## src/rtl/mem_port_arbiter_if.sv

```systemverilog
// Bus bundle between the fetch/mem pipeline ports, the arbiter and the single-port Memory.
// slave = arbiter side; master = requesters plus Memory side.
interface mem_port_arbiter_if #(
  parameter int AW = 32,
  parameter int DW = 32
);
  logic          i_req;
  logic [AW-1:0] i_addr;
  logic          i_gnt;
  logic          i_valid;
  logic [DW-1:0] i_rdata;

  logic          d_req;
  logic          d_we;
  logic [AW-1:0] d_addr;
  logic [DW-1:0] d_wdata;
  logic          d_gnt;
  logic          d_valid;
  logic [DW-1:0] d_rdata;

  logic          mem_ren;
  logic          mem_wen;
  logic [AW-1:0] mem_addr;
  logic [DW-1:0] mem_din;
  logic [DW-1:0] mem_dout;

  modport slave (
    input  i_req, i_addr,
    output i_gnt, i_valid, i_rdata,
    input  d_req, d_we, d_addr, d_wdata,
    output d_gnt, d_valid, d_rdata,
    output mem_ren, mem_wen, mem_addr, mem_din,
    input  mem_dout
  );

  modport master (
    output i_req, i_addr,
    input  i_gnt, i_valid, i_rdata,
    output d_req, d_we, d_addr, d_wdata,
    input  d_gnt, d_valid, d_rdata,
    input  mem_ren, mem_wen, mem_addr, mem_din,
    output mem_dout
  );
endinterface

```

## src/rtl/mem_port_arbiter.sv

```systemverilog
// Shares one single-port Memory between the I (fetch, read-only) and D ports via IDLE/ACCESS/RESP.
// Define ARB_ROUND_ROBIN_EN for round-robin tie-breaking; default build gives D fixed priority.
module mem_port_arbiter #(
  parameter int AW    = 32,
  parameter int DW    = 32,
  parameter int CNT_W = 16
) (
  input  logic             clock,
  input  logic             reset,
  mem_port_arbiter_if.slave bus,
  output logic             busy,
  output logic [CNT_W-1:0] conflicts
);

  typedef enum logic [1:0] {
    IDLE   = 2'd0,
    ACCESS = 2'd1,
    RESP   = 2'd2
  } state_t;

  typedef enum logic {
    OWN_I = 1'b0,
    OWN_D = 1'b1
  } owner_t;

  state_t           state_q,   state_d;
  owner_t           owner_q,   owner_d;
  logic             we_q,      we_d;
  logic [AW-1:0]    addr_q,    addr_d;
  logic [DW-1:0]    wdata_q,   wdata_d;
  logic [DW-1:0]    i_rdata_q, i_rdata_d;
  logic [DW-1:0]    d_rdata_q, d_rdata_d;
  logic [CNT_W-1:0] cnt_q,     cnt_d;

  logic arb_en;
  logic both_req;
  logic any_req;
  logic d_wins;
  logic in_access;
  logic in_resp;

  assign arb_en   = (state_q == IDLE) || (state_q == RESP);
  assign both_req = bus.i_req & bus.d_req;
  assign any_req  = bus.i_req | bus.d_req;

  // owner_q doubles as the last-served register; it resets to I so D takes the first tie.
`ifdef ARB_ROUND_ROBIN_EN
  assign d_wins = both_req ? (owner_q == OWN_I) : bus.d_req;
`else
  assign d_wins = bus.d_req;
`endif

  always_comb begin
    state_d   = state_q;
    owner_d   = owner_q;
    we_d      = we_q;
    addr_d    = addr_q;
    wdata_d   = wdata_q;
    i_rdata_d = i_rdata_q;
    d_rdata_d = d_rdata_q;
    cnt_d     = cnt_q;

    case (state_q)
      IDLE, RESP: begin
        if (any_req) begin
          state_d = ACCESS;
          if (d_wins) begin
            owner_d = OWN_D;
            addr_d  = bus.d_addr;
            we_d    = bus.d_we;
            wdata_d = bus.d_we ? bus.d_wdata : '0;
          end else begin
            owner_d = OWN_I;
            addr_d  = bus.i_addr;
            we_d    = 1'b0;
            wdata_d = '0;
          end
        end else begin
          state_d = IDLE;
        end
      end
      ACCESS: begin
        state_d = RESP;
        if (owner_q == OWN_I) begin
          i_rdata_d = bus.mem_dout;
        end else begin
          d_rdata_d = we_q ? '0 : bus.mem_dout;
        end
      end
      default: state_d = IDLE;
    endcase

    if (arb_en && both_req && (cnt_q != '1)) begin
      cnt_d = cnt_q + CNT_W'(1);
    end
  end

  always_ff @(posedge clock or negedge reset) begin
    if (!reset) begin
      state_q   <= IDLE;
      owner_q   <= OWN_I;
      we_q      <= 1'b0;
      addr_q    <= '0;
      wdata_q   <= '0;
      i_rdata_q <= '0;
      d_rdata_q <= '0;
      cnt_q     <= '0;
    end else begin
      state_q   <= state_d;
      owner_q   <= owner_d;
      we_q      <= we_d;
      addr_q    <= addr_d;
      wdata_q   <= wdata_d;
      i_rdata_q <= i_rdata_d;
      d_rdata_q <= d_rdata_d;
      cnt_q     <= cnt_d;
    end
  end

  assign in_access = (state_q == ACCESS);
  assign in_resp   = (state_q == RESP);

  assign bus.i_gnt   = in_access && (owner_q == OWN_I);
  assign bus.d_gnt   = in_access && (owner_q == OWN_D);
  assign bus.i_valid = in_resp   && (owner_q == OWN_I);
  assign bus.d_valid = in_resp   && (owner_q == OWN_D);
  assign bus.i_rdata = i_rdata_q;
  assign bus.d_rdata = d_rdata_q;

  // Memory strobes are decoded from state so they can never overlap or leak outside ACCESS.
  assign bus.mem_ren  = in_access & ~we_q;
  assign bus.mem_wen  = in_access &  we_q;
  assign bus.mem_addr = in_access ? addr_q  : '0;
  assign bus.mem_din  = in_access ? wdata_q : '0;

  assign busy      = (state_q != IDLE);
  assign conflicts = cnt_q;

endmodule

```

## src/flat_wrapper.sv

```systemverilog
// flat-port wrapper written by rule: the top's interface ports become plain ports
module mem_port_arbiter_flat 
#(
  parameter int AW    = 32,
  parameter int DW    = 32,
  parameter int CNT_W = 16
)
  (clock, reset, busy, conflicts, bus_i_req, bus_i_addr, bus_i_gnt, bus_i_valid, bus_i_rdata, bus_d_req, bus_d_we, bus_d_addr, bus_d_wdata, bus_d_gnt, bus_d_valid, bus_d_rdata, bus_mem_ren, bus_mem_wen, bus_mem_addr, bus_mem_din, bus_mem_dout);
  mem_port_arbiter_if #(.AW(AW), .DW(DW)) bus_i ();
  input  logic clock;
  input  logic reset;
  output logic busy;
  output logic [CNT_W-1:0] conflicts;
  input wire logic [$bits(bus_i.i_req)-1:0] bus_i_req;
  input wire logic [$bits(bus_i.i_addr)-1:0] bus_i_addr;
  output wire logic [$bits(bus_i.i_gnt)-1:0] bus_i_gnt;
  output wire logic [$bits(bus_i.i_valid)-1:0] bus_i_valid;
  output wire logic [$bits(bus_i.i_rdata)-1:0] bus_i_rdata;
  input wire logic [$bits(bus_i.d_req)-1:0] bus_d_req;
  input wire logic [$bits(bus_i.d_we)-1:0] bus_d_we;
  input wire logic [$bits(bus_i.d_addr)-1:0] bus_d_addr;
  input wire logic [$bits(bus_i.d_wdata)-1:0] bus_d_wdata;
  output wire logic [$bits(bus_i.d_gnt)-1:0] bus_d_gnt;
  output wire logic [$bits(bus_i.d_valid)-1:0] bus_d_valid;
  output wire logic [$bits(bus_i.d_rdata)-1:0] bus_d_rdata;
  output wire logic [$bits(bus_i.mem_ren)-1:0] bus_mem_ren;
  output wire logic [$bits(bus_i.mem_wen)-1:0] bus_mem_wen;
  output wire logic [$bits(bus_i.mem_addr)-1:0] bus_mem_addr;
  output wire logic [$bits(bus_i.mem_din)-1:0] bus_mem_din;
  input wire logic [$bits(bus_i.mem_dout)-1:0] bus_mem_dout;
  assign bus_i.i_req = bus_i_req;
  assign bus_i.i_addr = bus_i_addr;
  assign bus_i_gnt = bus_i.i_gnt;
  assign bus_i_valid = bus_i.i_valid;
  assign bus_i_rdata = bus_i.i_rdata;
  assign bus_i.d_req = bus_d_req;
  assign bus_i.d_we = bus_d_we;
  assign bus_i.d_addr = bus_d_addr;
  assign bus_i.d_wdata = bus_d_wdata;
  assign bus_d_gnt = bus_i.d_gnt;
  assign bus_d_valid = bus_i.d_valid;
  assign bus_d_rdata = bus_i.d_rdata;
  assign bus_mem_ren = bus_i.mem_ren;
  assign bus_mem_wen = bus_i.mem_wen;
  assign bus_mem_addr = bus_i.mem_addr;
  assign bus_mem_din = bus_i.mem_din;
  assign bus_i.mem_dout = bus_mem_dout;
  mem_port_arbiter #(.AW(AW), .DW(DW), .CNT_W(CNT_W)) u_core (.clock(clock), .reset(reset), .bus(bus_i), .busy(busy), .conflicts(conflicts));
endmodule
```

## config.mk

```make
export PLATFORM = sky130hd
export DESIGN_NAME = mem_port_arbiter_flat
export DESIGN_NICKNAME = d
export VERILOG_FILES = /design/src/rtl/mem_port_arbiter_if.sv /design/src/rtl/mem_port_arbiter.sv /design/src/flat_wrapper.sv
export SDC_FILE = /design/constraint.sdc
export NUM_CORES = 1
export LEC_CHECK = 0
export BUFFER_PORTS_ARGS = -buffer_cell sky130_fd_sc_hd__buf_2
export CORE_UTILIZATION = 25
export CTS_CLUSTER_DIAMETER = 150
export DETAILED_ROUTE_END_ITERATION = 16
export SLEW_MARGIN = 25
export SYNTH_ARGS = -nofsm -noshare
export SYNTH_HDL_FRONTEND = slang
export SYNTH_SLANG_ARGS = --single-unit
```

## constraint.sdc

```tcl
create_clock -name clock -period 5.05 [get_ports clock]
set_input_delay 0.7575 -clock clock [delete_from_list [all_inputs] [get_ports clock]]
set_output_delay 0.7575 -clock clock [all_outputs]
set_load 0.02 [all_outputs]
```

==> results by group <==
Run status
  • Result of the run: complete, no violations

Logic synthesis
  • Post-synthesis sequential element count: between 100 and 150
  • Number of instances in the synthesized netlist: 584
  • Yosys Warn Count: 0
  • Synth Area per Inst: ~11 sq um
  • Syn_nets: 718
  • Top-area cell type share of the netlist area: a little under three fifths
  • Dominant cells by area after synthesis: sky130_fd_sc_hd__dfrtp_1, sky130_fd_sc_hd__and2_1, sky130_fd_sc_hd__mux2i_1
  • Cell type with the largest total area after synthesis: sky130_fd_sc_hd__dfrtp_1
  • Main synth FF type: sky130_fd_sc_hd__dfrtp_1
  • Synth Cell Area: about 6600 sq um
  • Fraction of registers with async set or reset after synthesis: 100%
  • Number of distinct library cells after synthesis: 49
  • Fraction of the yosys area taken by sequential cells: 55.9%
  • Number of enable-type register cells in the synthesized netlist: 0

Clocking
  • TritonCTS clock tree: built
  • Reg clk slew, reported paths: roughly 70 ps
  • Number of setup buffers added after CTS: 0
  • Total number of clock tree sinks: around 150
  • Max Buffers Root-to-Sink: 2
  • Count of hold buffers inserted by post-cts repair: 0
  • Number of resized instances in the post-cts repair step: 0
  • Htree depth: 4
  • Clk Latency, worst-skew pair: 410 ps
  • Clock root cell: sky130_fd_sc_hd__clkbuf_16
  • Clock buffer count from CTS: 17

Die
  • Number of top-level pins: between 200 and 300
  • Core Box Area: between 20000 and 30000 sq um
  • Number of rows in the core area: between 50 and 60
  • Initial Utilization: around a quarter
  • DIE HEIGHT: about 160 um
  • Horizontal extent of the die: between 150 and 200 um
  • Die Outline Area: approximately 27000 sq um

Hold path
  • Hold Crit Class: input pin to async pin

Timing
  • Final setup violating endpoints: 0
  • Slew at the pin closest to its max-slew limit: 913 ps
  • Setup repair after global routing missed its margin: false
  • Fmax: 311 MHz
  • Final setup margin: 1840 ps
  • Fin crit share: between 60% and 70%
  • Worst slack on hold paths: roughly 330 ps
  • Maximum clock skew at final layout: roughly 9.8 ps
  • Worst slew margin: about two fifths
  • Min Tclk post-route: around 3200 ps
  • Number of hold violations in the final report: 0
  • Setup Total Neg Slack: 0 ps
  • Pins Over Slew Limit: 0

Cells and area
  • Share of layout cells above drive strength 1: between 40% and 50%
  • Diode insertion count for antenna repair: 0
  • Non-filler instance count after layout: 1205
  • Area growth syn-to-layout: 35.9%
  • Area of the multi-input gates: roughly 2700 sq um
  • Filler cells: ~2700
  • Register Area: 3700 sq um
  • Final layout net count: about 990

Power
  • Largest vdd supply drop: between 0.0002 and 0.00025 V
  • P_leak: 4.64 nW
  • Power density over the cells: roughly 480 nW/um^2
  • Power Total: ~4.3 mW

Placed design
  • Last weighted congestion value of the routability-driven placer: around 0.74
  • Cell count after placement: 1173
  • Worst setup slack after placement: between 2000 and 2500 ps
  • IO buf count: about 280
  • Detailed placement HPWL: 12.3 mm

Global route
  • Number of global-route vias before repair: 4942
  • Global-route wire length before repair: 26.7 mm
  • Overflow left after global routing: 0
  • Global-route total usage across every layer: between 10% and 20%
  • Largest net degree at the start of global routing: between 60 and 70
  • Antenna violations before repair: 0

Drt
  • Routed wirelength normalized by instance count: 14.5 um
  • Detailed router's first-iteration violation count: roughly 240
  • First drt pass iteration count: 4
  • Detailed-route wire length: 17.4 mm
  • Vias per std cell: 4.27
  • Total via count in the routed design: roughly 5000
  • # DRC: 0
  • Detail Route Antenna Nets: 0

Run
  • Count of maximum capacitance violations: 0

Critical path
  • Crit path kind: register to primary output
  • Crit end category: primary output
  • CP arrival: between 2000 and 2500 ps
  • Start point of the critical path: u_core.state_q[0]$_DFF_PN0_
  • Startpoint of the most critical register-to-register path: u_core.state_q[0]$_DFF_PN0_
  • CP Max Fanout: 67
  • Data required time of the critical path: around 4300 ps
  • Type of origin of the critical path: register
-- worst paths after layout --
| path | depth (start not counted) | slack (ps) | to |
|---|---|---|---|
| hold reg to reg | 2 | 470 | u_core.addr_q[13]$_DFFE_PN0P_ |
| min in group clock | 2 | 470 | u_core.addr_q[13]$_DFFE_PN0P_ |
| setup reg to reg | 6 | 2870 | u_core.bus.d_rdata[23]$_DFFE_PN0P_ |
| hold / removal | 1 | 330 | u_core.conflicts[10]$_DFFE_PN0P_ |
| max in group asynchronous | 2 | 3670 | u_core.addr_q[10]$_DFFE_PN0P_ |
| setup / recovery | 6 | 1840 | bus_d_gnt |
-- worst max-delay path, cell delays in order, from the launching register on --
cell and delay [ps]:
sky130_fd_sc_hd__dfrtp_1 520, sky130_fd_sc_hd__nand2b_1 190, sky130_fd_sc_hd__inv_2 670, sky130_fd_sc_hd__nand2_2 70
sky130_fd_sc_hd__buf_4 320, sky130_fd_sc_hd__inv_1 100, sky130_fd_sc_hd__buf_2 160
-- synthesized netlist by cell type (3+ instances only) --
master / instances
sky130_fd_sc_hd__xnor2_1: 7
sky130_fd_sc_hd__nor3_1: 3
sky130_fd_sc_hd__mux2_2: 24
sky130_fd_sc_hd__a21oi_1: 3
sky130_fd_sc_hd__and2_1: 65
sky130_fd_sc_hd__a22o_1: 32
sky130_fd_sc_hd__nand3_1: 7
sky130_fd_sc_hd__mux2i_1: 32
sky130_fd_sc_hd__dfrtp_1: 148
sky130_fd_sc_hd__o21ai_1: 19
sky130_fd_sc_hd__o21ai_0: 48
sky130_fd_sc_hd__inv_1: 3
sky130_fd_sc_hd__buf_4: 3
sky130_fd_sc_hd__buf_2: 18
sky130_fd_sc_hd__nor2_1: 4
sky130_fd_sc_hd__nand2b_1: 33
sky130_fd_sc_hd__clkbuf_1: 17
sky130_fd_sc_hd__nand2_1: 70
sky130_fd_sc_hd__mux2_1: 10
sky130_fd_sc_hd__o21a_1: 3
-- placed cells by master, fill, tap and decap left out, types with 2 or more instances in the layout --
master / n
sky130_fd_sc_hd__clkinv_4: 4
sky130_fd_sc_hd__buf_2: 282
sky130_fd_sc_hd__clkbuf_16: 17
sky130_fd_sc_hd__inv_8: 3
sky130_fd_sc_hd__nand4_4: 2
sky130_fd_sc_hd__nand2b_1: 33
sky130_fd_sc_hd__buf_4: 9
sky130_fd_sc_hd__and3b_1: 2
sky130_fd_sc_hd__nand3_1: 7
sky130_fd_sc_hd__a22o_1: 32
sky130_fd_sc_hd__xnor2_1: 7
sky130_fd_sc_hd__inv_2: 2
sky130_fd_sc_hd__and2_1: 65
sky130_fd_sc_hd__a21oi_1: 3
sky130_fd_sc_hd__o21ai_0: 48
sky130_fd_sc_hd__nand4_1: 2
sky130_fd_sc_hd__mux2_1: 10
sky130_fd_sc_hd__mux2_2: 24
sky130_fd_sc_hd__nand2_1: 69
sky130_fd_sc_hd__inv_1: 3
sky130_fd_sc_hd__o21a_1: 3
sky130_fd_sc_hd__dfrtp_1: 148
sky130_fd_sc_hd__o21ai_1: 19
sky130_fd_sc_hd__bufinv_16: 3
sky130_fd_sc_hd__nor3_1: 3
sky130_fd_sc_hd__and3_1: 2
sky130_fd_sc_hd__nor2_1: 4
sky130_fd_sc_hd__inv_6: 3
sky130_fd_sc_hd__mux2i_1: 32
-- state kept, by name, summed over array words and instances (netlist names) --
| signal | cells |
|---|---|
| u_core.bus.d_rdata | 32 |
| u_core.conflicts | 16 |
| u_core.we_q | 1 |
| u_core.owner_q | 1 |
| u_core.state_q | 2 |
| u_core.wdata_q | 32 |
| u_core.addr_q | 32 |
| u_core.bus.i_rdata | 32 |
-- cell families (layout without fill, tap and decap cells) --
group | Yosys count | after routing | share of synthesized area, %
AND/OR/NAND/NOR | 206 | 206 | 18.0
multiplexers | 67 | 67 | 10.8
AO/OA/AOI/OAI | 111 | 111 | 11.0
flip-flops | 148 | 148 | 55.9
XOR/XNOR | 8 | 8 | 1.06
adder cells (fa/ha/maj) | 1 | 1 | 0.189
buffers and inverters | 43 | 329 | 2.95
-- power by group --
group	leakage, nW	internal (mW)	switching (mW)
logic	2.48	0.477	0.771
registers	1.86	1.50	0.177
clock network	0.304	0.796	0.565
total	4.64	2.77	1.51
-- per-stage QoR --
stage               cell area, sq um  util (%)
floorplan                       6620         -
global placement                8380      32.2
detailed placement              8380      32.2
CTS                             9000      34.5
global route                    9000      34.5
finish                          9000      34.5
-- cell type report --
cell class,count,share of cell area [%]
flip-flops and latches,148,41.1
clock inverters,15,2.20
clock buffers,17,4.73
multi-input cells,393,30.5
repair buffers,292,16.6
inverters,5,0.209
well taps,335,4.66
-- per-layer routing --
metal  vias up  routed length [um]  global-route usage [%]
li1       2555                   -                       -
met2       184                8170                    20.8
met5         -                   0                       0
met1      2404                7920                    16.4
met4         0                 135                    3.63
met3         6                1200                    3.77
Power figures use the tool's default switching activity.
